$ cat src/rtl/prover_addtree_tagged.sv
// Registered modular adder tree: ngates field elements reduced mod `F_Q, final sum
// latched into a per-tag result register so even/odd product passes sit side by side.
`ifndef F_NBITS
`define F_NBITS 61
`endif
`ifndef F_Q
`define F_Q 61'h1FFF_FFFF_FFFF_FFFF
`endif

module prover_addtree_tagged #(
    parameter int ngates  = 4,
    parameter int nlevels = $clog2(ngates)
) (
    input  logic                               clk,
    input  logic                               rstb,
    input  logic                               en,
    input  logic                               tag_in,
    input  logic [ngates-1:0][`F_NBITS-1:0]    vals_in,
    output logic                               ready,
    output logic                               ready_pulse,
    output logic [`F_NBITS-1:0]                sum_out,
    output logic                               tag_out,
    output logic [`F_NBITS-1:0]                sum_tag0,
    output logic [`F_NBITS-1:0]                sum_tag1
);
    localparam int W  = `F_NBITS;
    localparam int NP = 1 << nlevels;
    localparam int NN = 2 * NP - 1;
    localparam logic [W-1:0] Q = `F_Q;

    generate
        if (ngates < 1 || nlevels != $clog2(ngates)) begin : g_param_check
            $error("prover_addtree_tagged: ngates must be >= 1 and nlevels must not be overridden");
        end
    endgenerate

    // Tree nodes in heap order: level k occupies NP>>k entries starting at lvl_off(k).
    logic [W-1:0]     r_node [NN];
    logic [nlevels:0] r_valid;
    logic [nlevels:0] r_tag;
    logic             r_ready_dly;
    logic             w_accept;

    function automatic int lvl_off(input int k);
        return 2 * NP - 2 * (NP >> k);
    endfunction

    function automatic logic [W-1:0] modadd(input logic [W-1:0] a, input logic [W-1:0] b);
        logic [W:0] s;
        s = {1'b0, a} + {1'b0, b};
        if (s >= {1'b0, Q}) s = s - {1'b0, Q};
        return s[W-1:0];
    endfunction

    always_comb begin
        ready       = (r_valid == '0);
        w_accept    = en & ready;
        ready_pulse = ready & ~r_ready_dly;
    end

    always_ff @(posedge clk) begin
        if (w_accept) begin
            for (int unsigned i = 0; i < ngates; i++) r_node[i] <= vals_in[i];
            for (int unsigned i = ngates; i < NP; i++) r_node[i] <= '0;
        end
        for (int unsigned k = 1; k <= nlevels; k++) begin
            for (int unsigned i = 0; i < (NP >> k); i++) begin
                r_node[lvl_off(k) + i] <= modadd(r_node[lvl_off(k - 1) + 2 * i],
                                                 r_node[lvl_off(k - 1) + 2 * i + 1]);
            end
        end
    end

    always_ff @(posedge clk or negedge rstb) begin
        if (!rstb) begin
            r_valid     <= '0;
            r_tag       <= '0;
            r_ready_dly <= 1'b1;
            sum_out     <= '0;
            tag_out     <= 1'b0;
            sum_tag0    <= '0;
            sum_tag1    <= '0;
        end else begin
            r_ready_dly <= ready;
            r_valid[0]  <= w_accept;
            if (w_accept) r_tag[0] <= tag_in;
            for (int unsigned k = 1; k <= nlevels; k++) begin
                r_valid[k] <= r_valid[k - 1];
                r_tag[k]   <= r_tag[k - 1];
            end
            if (r_valid[nlevels]) begin
                sum_out <= r_node[NN - 1];
                tag_out <= r_tag[nlevels];
                if (r_tag[nlevels]) sum_tag1 <= r_node[NN - 1];
                else                sum_tag0 <= r_node[NN - 1];
            end
        end
    end
endmodule

$ cat config.mk
export PLATFORM = sky130hd
export DESIGN_NAME = prover_addtree_tagged
export DESIGN_NICKNAME = d
export VERILOG_FILES = /design/src/rtl/prover_addtree_tagged.sv
export SDC_FILE = /design/constraint.sdc
export NUM_CORES = 1
export LEC_CHECK = 0
export CAP_MARGIN = 20
export CORE_ASPECT_RATIO = 0.7
export CORE_MARGIN = 2
export CORE_UTILIZATION = 50
export DETAILED_ROUTE_END_ITERATION = 6
export PLACE_DENSITY = 0.73
export SETUP_SLACK_MARGIN = 0.15
export SLEW_MARGIN = 20
export SYNTH_ARGS = -nofsm -noshare
export SYNTH_HDL_FRONTEND = slang
export SYNTH_SLANG_ARGS = --single-unit
$ cat constraint.sdc
create_clock -name clk -period 19.05 [get_ports clk]
set_input_delay 3.81 -clock clk [delete_from_list [all_inputs] [get_ports clk]]
set_output_delay 3.81 -clock clk [all_outputs]
set_load 0.005 [all_outputs]
==> run_results.csv <==
group,metric,value,unit
logic_synthesis,ys_ff_latch,618,
layout,final_cell_mix,"432 x clkdlybuf4s50_1, 328 x nand2_1, 262 x a21oi_1",
sta,period_share,0.325,
place,portBuffers,433,
layout,fin_nets,4496,
drt,drtPass1Iterations,6,
setup_path,worst_setup_path_start_kind,"flip-flop",
sta,final-hold-violation-count,0,
floorplan,coreArea,0.0719,mm²
sta,fin_tns_setup,0,ns
setup_path,crit_buf_inv,2,
logic_synthesis,ys_seq_area_frac,0.432,
power_and_ir_drop,power.density,168,mW/mm²
logic_synthesis,syn-num-nets,4135,
logic_synthesis,synth_cell_types,99,
cts,post_cts_resized,0,
cts,tritoncts,"done",
sta,setup_viol,0,
power_and_ir_drop,p_total,7310,µW
run,cap_violations,0,
setup_path,cpLargestDelayFamily,"buffers and inverters",
logic_synthesis,yosys_warnings,0,
global_routing,grt_pass1_vias,28400,
sta,fmax,162,MHz
setup_path,critical_path_class,"flip-flop to output pin",
layout,area_delta_synth_final,19.2,%
min_path,hp-class,"flip-flop to flip-flop",
drt,vias,30900,
sta,fin_hold_ws,0.349,ns
cts,clkLatencyLatePin,0.65,ns
logic_synthesis,async_reset_ff_frac,0.309,
cts,cts_setup_buffers,0,
power_and_ir_drop,ir_worst_vdd,102,µV
run_status,outcome,"complete, no violations",
cts,cts_hold_buf,0,
logic_synthesis,synth_area,0.0365,mm²
logic_synthesis,synth_edf_count,244,
cts,clock-sinks,618,
sta,tightest_slew,1.13,ns
logic_synthesis,synth-main-ff-cell,"edfxtp_1",
setup_path,cp_cell_sequence,"buf_4 > nor3_1 > clkdlybuf4s50_1",
sta,slew_viol_final,0,
cts,clkTransAtPathRegs,0.06,ns
setup_path,crit_path_top_delay_cell,"clkdlybuf4s50_1",
floorplan,start_util,0.508,
global_routing,grt_usage,0.272,
cts,clockBufferDepth,3,
floorplan,rows,82,
drt,ant_nets,0,
floorplan,dieArea,0.0752,mm²
drt,wl_per_cell,20.7,µm
drt,drtIter0Drc,3162,
drt,viasPerCell,6.08,
sta,period_needed,6.18,ns
layout,drive_gt1_frac,0.0947,
setup_path,cp.required,15.24,ns
global_routing,grt_max_degree,114,
floorplan,top_level_ports,434,
sta,max_slew_margin,0.235,
setup_path,arrival,2.37,ns
setup_path,slowest_delay,0.57,ns
floorplan,chipHeight,230,µm
logic_synthesis,avgSynthCellArea,9.87,µm²
place,hpwlAfterDp,83900,µm
power_and_ir_drop,power_leakage,0.0164,µW
global_routing,antenna_found_initial,1,
setup_path,crit_path_end_kind,"output pin",
layout,fin_cells,5076,
cts,cts_root_buf,"clkbuf_16",
layout,final_common_cell,"clkdlybuf4s50_1",
place,dpl.cell_count,4966,
global_routing,grt_overflow,0,
cts,cts-buffers-inserted,57,
place,gp_congestion,0.982,
floorplan,fp.dieW,327,µm
sta,skew,0.0298,ns
drt,totalWireLength,105000,µm
sta,rsz0062_at_grt,"no",
global_routing,grt_pass1_wl,163000,µm
setup_path,path_max_fanout,66,
cts,htreeDepth,2,
drt,drc,0,
logic_synthesis,synth_cells,3698,
## area by class of cell
type                    count  area [µm²]
inverters                  64         240
well taps                 966        1210
fillers                  6061       28400
flip-flops and latches    618       15800
repair buffers            448        4450
clock buffers              78        1610
multi-input cells        2870       19900
clock inverters            30         317
diodes                      2        5.00
## Yosys cell counts (41+ instances only)
library cell  instances  share of area
xor2_1              121          0.029
clkbuf_1            107          0.011
nand2_1             329          0.034
ha_1                186          0.064
a21o_1               60          0.012
edfxtp_1            244           0.20
dfrtp_1             190           0.13
dfxtp_1             183           0.10
nand3_1              93          0.013
nor2_1              251          0.026
nor3_1              117          0.016
o21a_1               41         0.0084
a21oi_1             262          0.036
nand4_1              95          0.016
nor4_1               65          0.011
and2_1               42         0.0072
xnor2_1             163          0.039
o21ai_0             189          0.026
inv_1                64         0.0066
mux2_2              195          0.060
## layer usage
metal | track usage | routed length, µm | vias up
met4 | 0.0487 | 1520 | 0
met1 | 0.434 | 51700 | 14800
li1 | - | - | 14600
met2 | 0.391 | 43100 | 1298
met5 | 0 | 0 | -
met3 | 0.0384 | 8730 | 90
## cells by family (layout without fill, tap and decap cells)
| kind of cell | after synthesis | after routing | synth area share |
|---|---|---|---|
| buffers and inverters | 210 | 620 | 0.0234 |
| other | 0 | 2 | 0 |
| and+or+nand+nor | 1306 | 1306 | 0.191 |
| xor gates and xnor gates | 285 | 285 | 0.0686 |
| muxes | 214 | 214 | 0.0654 |
| adders and majority gates | 189 | 189 | 0.0654 |
| DFF | 618 | 618 | 0.432 |
| AOI/OAI and AO/OA | 876 | 876 | 0.154 |
## path summary, 6_finish.rpt
| path | cells past startpoint | slack (ns) | startpoint | to |
|---|---|---|---|---|
| min | 0 | 0.35 | r_tag[1] | r_tag[2] |
| max in group asynchronous | 2 | 14.19 | rstb | r_valid[2] |
| max reg2reg | 14 | 13.02 | r_node[2][10] | r_node[5][31] |
| min reg2reg | 0 | 0.35 | r_tag[1] | r_tag[2] |
| max | 3 | 12.87 | r_valid[2] | ready |
| min in group asynchronous | 1 | 3.29 | rstb | sum_out[24] |
## through the flow
step,instance area (µm²),utilization,worst slack (ns)
2_1_floorplan,36500,-,8.72
3_3_place_gp,41600,0.578,12.34
3_5_place_dp,41600,0.578,12.29
4_1_cts,43500,0.605,12.79
5_1_grt,43500,0.605,12.64
6_report,43500,0.605,12.87
## flip-flops by register name, summed over array words and instances, names as in the netlist
signal	count
tag_out	1
r_node	427
sum_tag0	61
r_ready_dly	1
r_valid	3
r_tag	3
sum_out	61
sum_tag1	61
## power breakdown
part / switching, µW / internal (µW) / leakage (µW)
registers: 283 / 1880 / 0.00608
logic: 2340 / 1650 / 0.00929
clock network: 506 / 664 / 0.000972
total: 3120 / 4190 / 0.0164
(Power assumes the default switching activity.)
